===== config.mk =====
export PLATFORM = sky130hd
export DESIGN_NAME = mux_select_sequencer
export DESIGN_NICKNAME = d
export VERILOG_FILES = /design/src/rtl/mux_seq_pkg.sv /design/src/rtl/mux_select_sequencer_dwell.sv /design/src/rtl/mux_select_sequencer.sv
export SDC_FILE = /design/constraint.sdc
export NUM_CORES = 1
export LEC_CHECK = 0
export BUFFER_PORTS_ARGS = -buffer_cell sky130_fd_sc_hd__buf_2
export CAP_MARGIN = 10
export CORE_MARGIN = 2
export CORE_UTILIZATION = 45
export DETAILED_ROUTE_END_ITERATION = 8
export PLACE_DENSITY = 0.69
export SETUP_SLACK_MARGIN = 0.2
export SLEW_MARGIN = 25
export SYNTH_ARGS = -nofsm -noshare
export SYNTH_HDL_FRONTEND = slang
export SYNTH_SLANG_ARGS = --single-unit

===== constraint.sdc =====
create_clock -name CLK -period 1.3 [get_ports CLK]
set_input_delay 0.26 -clock CLK [delete_from_list [all_inputs] [get_ports CLK]]
set_output_delay 0.26 -clock CLK [all_outputs]
set_load 0.01 [all_outputs]

===== src/rtl/mux_seq_pkg.sv =====
// Shared types and helpers for the mux select sequencer.
package mux_seq_pkg;

  typedef enum logic [0:0] {
    IDLE  = 1'b0,
    DWELL = 1'b1
  } state_t;

  localparam int SEL_W_DEF = 2;
  localparam int N_IN_DEF  = 4;
  localparam int HOLD_DEF  = 1;
  localparam int GRAY_W    = 32;

  function automatic logic [GRAY_W-1:0] bin2gray(input logic [GRAY_W-1:0] b);
    return b ^ (b >> 1);
  endfunction

endpackage


===== src/rtl/mux_select_sequencer_dwell.sv =====
// mux_dwell_counter: loadable down-counter timing how long S dwells on a channel.
module mux_dwell_counter #(
  parameter  int HOLD = 1,
  localparam int CW   = $clog2(HOLD + 1)
) (
  input  logic          clk,
  input  logic          rst,
  input  logic          load,
  input  logic          clr,
  input  logic [CW-1:0] load_val,
  output logic          zero
);

  logic [CW-1:0] cnt;

  // Count down to zero and park there until reloaded
  always_ff @(posedge clk) begin
    if (rst) begin
      cnt <= {CW{1'b0}};
    end else if (clr) begin
      cnt <= {CW{1'b0}};
    end else if (load) begin
      cnt <= load_val;
    end else if (cnt != {CW{1'b0}}) begin
      cnt <= cnt - CW'(1);
    end else begin
      cnt <= cnt;
    end
  end

  assign zero = (cnt == {CW{1'b0}});

endmodule


===== src/rtl/mux_select_sequencer.sv =====
// Sweeps the 4:1 mux select, samples F per channel into SAMPLE and a serial BIT_OUT.
// Define MUX_SEQ_GRAY_EN to step S in Gray order instead of binary.
module mux_select_sequencer
  import mux_seq_pkg::*;
#(
  parameter int SEL_W = SEL_W_DEF,
  parameter int N_IN  = N_IN_DEF,
  parameter int HOLD  = HOLD_DEF
) (
  input  logic             CLK,
  input  logic             RST,
  input  logic             START,
  input  logic             MODE,
  input  logic             STOP,
  input  logic             F,
  output logic [SEL_W-1:0] S,
  output logic [N_IN-1:0]  SAMPLE,
  output logic             SAMPLE_VALID,
  output logic             BIT_OUT,
  output logic             BIT_VALID,
  output logic             BUSY
);

  localparam int CW = $clog2(HOLD + 1);
  localparam logic [CW-1:0]    LOAD_VAL = CW'(HOLD - 1);
  localparam logic [SEL_W-1:0] LAST_CH  = SEL_W'(N_IN - 1);

  state_t           state;
  logic [SEL_W-1:0] ch;
  logic             mode_lat;
  logic [N_IN-1:0]  shadow;
  logic [N_IN-1:0]  shadow_next;

  logic zero;
  logic last;
  logic go_start;
  logic do_cap;
  logic stay;
  logic abort;
  logic cnt_load;
  logic cnt_clr;

  function automatic logic [SEL_W-1:0] sel_of(input logic [SEL_W-1:0] c);
`ifdef MUX_SEQ_GRAY_EN
    return SEL_W'(bin2gray(GRAY_W'(c)));
`else
    return c;
`endif
  endfunction

  mux_dwell_counter #(.HOLD(HOLD)) u_dwell (
    .clk      (CLK),
    .rst      (RST),
    .load     (cnt_load),
    .clr      (cnt_clr),
    .load_val (LOAD_VAL),
    .zero     (zero)
  );

  // A last-channel capture always completes, even when STOP arrives with it
  assign last     = (ch == LAST_CH);
  assign go_start = (state == IDLE) && START && !STOP;
  assign do_cap   = (state == DWELL) && zero && (!STOP || last);
  assign stay     = do_cap && !(last && (!mode_lat || STOP));
  assign abort    = (state == DWELL) && STOP && !(zero && last);
  assign cnt_load = go_start || stay;
  assign cnt_clr  = abort || (do_cap && !stay);

  // Shadow word with the bit currently on F merged in at the select position
  always_comb begin
    shadow_next    = shadow;
    shadow_next[S] = F;
  end

  // Sequencer FSM with registered outputs
  always_ff @(posedge CLK) begin
    if (RST) begin
      state        <= IDLE;
      ch           <= {SEL_W{1'b0}};
      S            <= {SEL_W{1'b0}};
      mode_lat     <= 1'b0;
      shadow       <= {N_IN{1'b0}};
      SAMPLE       <= {N_IN{1'b0}};
      SAMPLE_VALID <= 1'b0;
      BIT_OUT      <= 1'b0;
      BIT_VALID    <= 1'b0;
      BUSY         <= 1'b0;
    end else begin
      SAMPLE_VALID <= 1'b0;
      BIT_VALID    <= 1'b0;
      case (state)
        IDLE: begin
          if (go_start) begin
            state    <= DWELL;
            ch       <= {SEL_W{1'b0}};
            S        <= sel_of({SEL_W{1'b0}});
            mode_lat <= MODE;
            BUSY     <= 1'b1;
          end else begin
            state <= IDLE;
            BUSY  <= 1'b0;
          end
        end
        DWELL: begin
          if (abort) begin
            state <= IDLE;
            ch    <= {SEL_W{1'b0}};
            S     <= {SEL_W{1'b0}};
            BUSY  <= 1'b0;
          end else if (do_cap) begin
            shadow    <= shadow_next;
            BIT_OUT   <= F;
            BIT_VALID <= 1'b1;
            ch        <= ch + SEL_W'(1);
            S         <= sel_of(ch + SEL_W'(1));
            if (last) begin
              SAMPLE       <= shadow_next;
              SAMPLE_VALID <= 1'b1;
            end else begin
              SAMPLE <= SAMPLE;
            end
            if (stay) begin
              state <= DWELL;
              BUSY  <= 1'b1;
            end else begin
              state <= IDLE;
              BUSY  <= 1'b0;
            end
          end else begin
            state <= DWELL;
          end
        end
        default: begin
          state <= IDLE;
          ch    <= {SEL_W{1'b0}};
          S     <= {SEL_W{1'b0}};
          BUSY  <= 1'b0;
        end
      endcase
    end
  end

endmodule

## Word-level counts from Yosys, hierarchy flattened

Index checks and enable logic that the tools add are counted.

| word-level totals | value |
|---|---|
| logic and storage cells | 65 |
| output and inout port bits | 10 |
| bits of input ports | 6 |
| bits in registers | 17 |

| cells by class | value |
|---|---|
| bitwise gates (word level) | 4 |
| muxes and demuxes | 17 |
| reduce and logical (&&, ||, !) cells | 27 |
| $add $sub $neg | 2 |
| eq/ne operators | 3 |
| order comparisons | 2 |

Operators by type and width:

| cell | number |
|---|---|
| $logic_and 1x1->1 | 11 |
| $mux 1 | 9 |
| $reduce_or 4->1 | 2 |
| $mux 2 | 3 |
| $logic_not 1->1 | 5 |
| $bwmux 4 | 1 |
| $logic_or 1x1->1 | 4 |
| $not 1->1 | 4 |
| $pmux 1 s2 | 2 |
| $pmux 2 s2 | 1 |
| $reduce_and 2->1 | 2 |
| $reduce_and 4->1 | 1 |
| $lt 2x3->1 const B | 1 |
| $ne 3x1->1 const B | 1 |
| $reduce_and 3->1 | 1 |
| $reduce_or 3->1 | 1 |
| $add 2x1->2 const B | 1 |
| $demux 1 s2 | 1 |
| $eq 2x2->1 const B | 1 |
| $ge 2x1->1 const B | 1 |
| $ne 2x2->1 const B | 1 |
| $sub 1x1->1 const B | 1 |

## Logic depth before layout (Yosys ltp)

| depth | value |
|---|---|
| word-level depth | 9 |
| depth in mapped cells | 5 |

## Modules after synthesis

A second synthesis with hierarchy kept.

| second synthesis, totals | value |
|---|---|
| cell total of the unflattened synthesis | 87 |
| area, all modules | 795.8 µm² |

By module, submodules not included:

| module | cells each | times used | sequential area each (µm²) | area an instance (µm²) |
|---|---|---|---|---|
| mux_select_sequencer | 84 | 1 | 300.3 | 759.5 |
| mux_dwell_counter | 3 | 1 | 20.0 | 36.3 |

## Least setup slack after synthesis

No wires, ideal clock.

| path | value |
|---|---|
| path kind | flip-flop to flip-flop |
| from | register ch[0] |
| to | register BUSY |
| arrival | 1.262 ns |
| data required time | 1.163 ns |
| path buffers | 0 |
| setup slack | -0.100 ns |
| stages on the path, launching flop included | 5 |
| period minus slack after synthesis | 1.400 ns |
| cell sequence | dfxtp_1 > ha_1 > nor4bb_4 > o211a_1 > a311oi_2 |

| between the ends | value |
|---|---|
| cells in the longest elaborated chain, start to end | 8 |
| elaborated cells on any way between the ends | 14 |

Ends and longest elaborated chain:

| element | line | RTL |
|---|---|---|
| from (decl) | mux_select_sequencer.sv:29 | `logic [SEL_W-1:0] ch;` |
| from (signal assigned) | mux_select_sequencer.sv:79 | `ch <= {SEL_W{1'b0}};` |
| from (signal assigned) | mux_select_sequencer.sv:95 | `ch <= {SEL_W{1'b0}};` |
| from (signal assigned) | mux_select_sequencer.sv:107 | `ch <= {SEL_W{1'b0}};` |
| $eq 2x2->1 (*) | mux_select_sequencer.sv:61 | `assign last = (ch == LAST_CH);` |
| via last | mux_select_sequencer.sv:35 | `logic last;` |
| $logic_or 1x1->1 or $logic_and 1x1->1 (tied branches) | mux_select_sequencer.sv:63, mux_select_sequencer.sv:64 |  |
| $logic_and 1x1->1 or $logic_not 1->1 (tied branches) | mux_select_sequencer.sv:63, mux_select_sequencer.sv:64 |  |
| $logic_and 1x1->1 | mux_select_sequencer.sv:64 | `assign stay = do_cap && !(last && (!mode_lat \|\| STOP));` |
| $mux 1 | mux_select_sequencer.sv:122 | `if (stay) begin` |
| $mux 1 | mux_select_sequencer.sv:110 | `end else if (do_cap) begin` |
| $mux 1 | mux_select_sequencer.sv:105 | `if (abort) begin` |
| $pmux 1 s2 | mux_select_sequencer.sv:91 | `case (state)` |
| to (signal assigned) | mux_select_sequencer.sv:109 | `BUSY <= 1'b0;` |
| to (signal assigned) | mux_select_sequencer.sv:124 | `BUSY <= 1'b1;` |
| to (signal assigned) | mux_select_sequencer.sv:127 | `BUSY <= 1'b0;` |
| to (decl) | mux_select_sequencer.sv:21 | `output logic BUSY` |

Mark *: on every way through the listed nets, which the timed path passes. The rest lies on a longest branch. The select of a mux whose other input is x is not followed.
A chain may end at the register's enable or synchronous reset.

## Worst setup path in the final report

| path | value |
|---|---|
| from | register ch[0] |
| to | register ch[0] |

| between the ends | value |
|---|---|
| cells in the longest elaborated chain, start to end | 6 |
| elaborated cells on any way between the ends | 12 |

Ends and longest elaborated chain:

| element |
|---|
| parallel branches: the longest is 6 deep, another holds $add 2x1->2 |

Parallel ways; which one is timed is not known. The select of a mux whose other input is x is not followed.

==> run summary <==
Run status
* finished with violations — status
* negative setup slack — failing checks

Drt
* 12.71 um — per-cell routed wire length
* 0 — remaining routing DRC violations
* 6 — Iter 0 DRT Violations
* 5.087 — DR vias/cell
* 4 — number of detailed-route iterations in the first pass
* 702 — overall via count from detail_route
* 0 — DRT antenna net count
* 1754 um — drt total wl

Setup path
* register — startpoint class of the critical path
* 4 — cells on worst reg2reg path
* -0.01 ns — setup slack of the worst register-to-register path
* register — element type at the critical path end
* 1.53 ns — required time of the critical path
* ch[0] — R2R Path End
* register to register — Worst Setup Path Type
* 4 — maximum fanout encountered on the critical timing path
* ch[0] — startpoint of the worst-slack reg-to-reg timing path
* 1.54 ns — Crit path arrival time

Timing
* 101.0% — Tcrit/Tclk final
* -0.01239 ns — setup ws final
* 0 — hold violation count in the final report
* -0.02986 ns — sum of negative setup slack
* 0.2018 ns — worst hold slack
* 4 — Setup violations, final
* 762.0 MHz — Max Fclk
* 1.312 ns — post-layout min period
* 0.002321 ns — setup skew after layout
* yes — setup repair after global routing missed its margin
* 0 — final number of max-transition violations

Logic synthesis
* 17 — Yosys reg bits
* 92 — synthesized instance count
* 0% — Post-synth ARST share
* dfxtp_1 — dominant synthesized flop cell
* dfxtp_1 (37%), mux2i_1 (11%), ha_1 (6.9%) — Synth area leaders
* 37.47% — sequential area share after synthesis
* 0 — YS warnings
* 103 — Post-Syn Nets
* 37.47% — post-synth top area share
* dfxtp_1 — cell type with the largest total area after synthesis
* 908.4 um^2 — netlist area before placement
* 0 — number of synthesized flops with an enable pin
* 32 — number of library cell types mapped by synthesis
* 9.874 um^2 — synthesized area per cell

Flow run
* 0 — max-capacitance violation count

Clocking
* 0.10 ns — clock slew seen by the registers of the worst setup and hold paths
* 3 — clock buffer count from CTS
* clkbuf_4 — clock root buffer master
* 0 — count of hold buffers inserted by post-cts repair
* yes — CTS tree
* 2 — clk buf depth
* 1 — CTS H-tree lvls
* 0.30 ns — Clk Latency, worst-skew pair
* 17 — clock sink total

Layout
* 26.31% — Layout Area Growth over Synthesis
* 593.1 um^2 — area taken by multi-input logic gates
* 59.09% — final core occ
* 138 — Finished Layout Cells
* 43.24% — layout cell share with drive strength beyond 1
* 123 — net count reported at finish
* dfxtp_1 (14), buf_2 (14), nand2_1 (9), mux2i_1 (9) — commonest cells after routing, fill and taps aside
* 0 — Ant. Diodes
* 170 — total of fill cells in the finished design
* 349.1 um^2 — area occupied by registers
* 0.001147 mm^2 — finished layout cell area

Global route
* 0 — GRT overflow
* 2973 um — first-pass GRT wire length
* 0 — number of antenna violations at the first check in global routing
* 656 — number of global-route vias before repair
* 16.51% — GRT Overall Usage
* 12 — pin count of the biggest net entering global routing

Worst hold path
* input port to register — Hold Crit Class
* mode_lat — worst hold path endpoint
* MODE — worst min-delay path startpoint
* 3 — Worst Hold Path Cells

Pwr
* 0.4880 nW — cell leakage power
* 815.1 mW/mm^2 — pwr/cell area
* 57.7% — Flop pwr share
* 0.5414 mV — worst IR drop on VDD
* 0.9352 mW — total power draw
* 31.2% — clock power share
* 26.38% — Switching Share
* 0.6885 mW — internal power contribution
* 11.0% — share of power burned in combinational logic
* 0.2467 mW — net switching power

Floorplanning
* 16 — num ports
* 0.002394 mm^2 — die area
* 16 — number of standard-cell rows in the floorplan
* 48.93 um — chip height
* 0.001942 mm^2 — area of the core
* 48.93 um — die boundary width
* 46.78% — starting density of the core

Placed design
* -0.05120 ns — dpl ws
* 1268 um — Final HPWL DP
* 0.001025 mm^2 — total placed instance area
* 15 — count of input and output buffers
* 0.7278 — GP Congestion
* 132 — placed cell count

## power by group through the flow
| stage | logic, mW | clock network [mW] | registers, mW |
|---|---|---|---|
| after detailed placement | 0.0949 | 0 | 0.551 |
| after floorplan | 0.0719 | 0 | 0.547 |
| final | 0.103 | 0.292 | 0.540 |
| after CTS | 0.102 | 0.307 | 0.540 |
| after global placement | 0.0928 | 0 | 0.551 |
| after global routing | 0.113 | 0.325 | 0.542 |
## state kept, by name (all words and copies together), names as in the netlist
| name | cells |
|---|---|
| BIT_OUT | 1 |
| mode_lat | 1 |
| SAMPLE_VALID | 1 |
| BIT_VALID | 1 |
| ch | 2 |
| u_dwell.cnt | 1 |
| SAMPLE | 4 |
| BUSY | 1 |
| shadow | 4 |
| state | 1 |
## Yosys cell counts, types with 2 or more instances
cell type	number
nor2b_1	2
and2b_2	2
o21ai_0	2
o2111ai_1	2
dfxtp_1	17
mux2i_1	10
nand2_1	9
nand3_1	5
ha_1	5
inv_1	6
buf_2	2
and3b_1	2
a311oi_1	4
a21oi_1	6
## worst max-delay path: stages (launching register included)
cell and delay [ns]:
dfxtp_4 0.38, ha_4 0.17, nor4bb_4 0.16, a211oi_2 0.31, mux2i_1 0.22
## cells by family after synthesis
family                   after synthesis  synth area share, %
buffers and inverters                 11                6.612
other                                  1               0.4128
multiplexers                          11                12.26
flip-flops                            17                37.47
AO/OA/AOI/OAI                         21                18.18
adder cells (fa/ha/maj)                5                6.887
AND/OR/NAND/NOR                       26                18.18
## worst max path at each step
stage / startpoint / to / depth (start not counted)
floorplan: ch[1] / BUSY / 4
global placement: ch[0] / SAMPLE[2] / 4
detailed placement: ch[0] / SAMPLE[2] / 4
CTS: ch[0] / ch[1] / 4
global route: ch[0] / ch[1] / 4
finish: ch[0] / ch[0] / 4
## what timing repair did
action                                  in CTS  in global routing
pin swaps                                    8                  3
buffers inserted                             2                  0
gates resized for setup                     15                  4
endpoints found under the setup margin      16                 17
## cell type report
type | count | area share (%)
clock inverter | 1 | 0.4362
inverter | 6 | 2.181
tap | 27 | 2.944
sequential | 17 | 30.43
timing repair buffer | 20 | 10.36
multi-input combinational | 64 | 51.69
clock buffer | 3 | 1.963
## layer usage
metal / vias up / wire length [um] / track usage [%]
met5: - / 0 / 0
met4: 0 / 47 / 10.00
met3: 4 / 41 / 3.681
met2: 11 / 802 / 23.97
met1: 320 / 863 / 22.29
li1: 367 / - / -
Power figures use the tool's default switching activity.
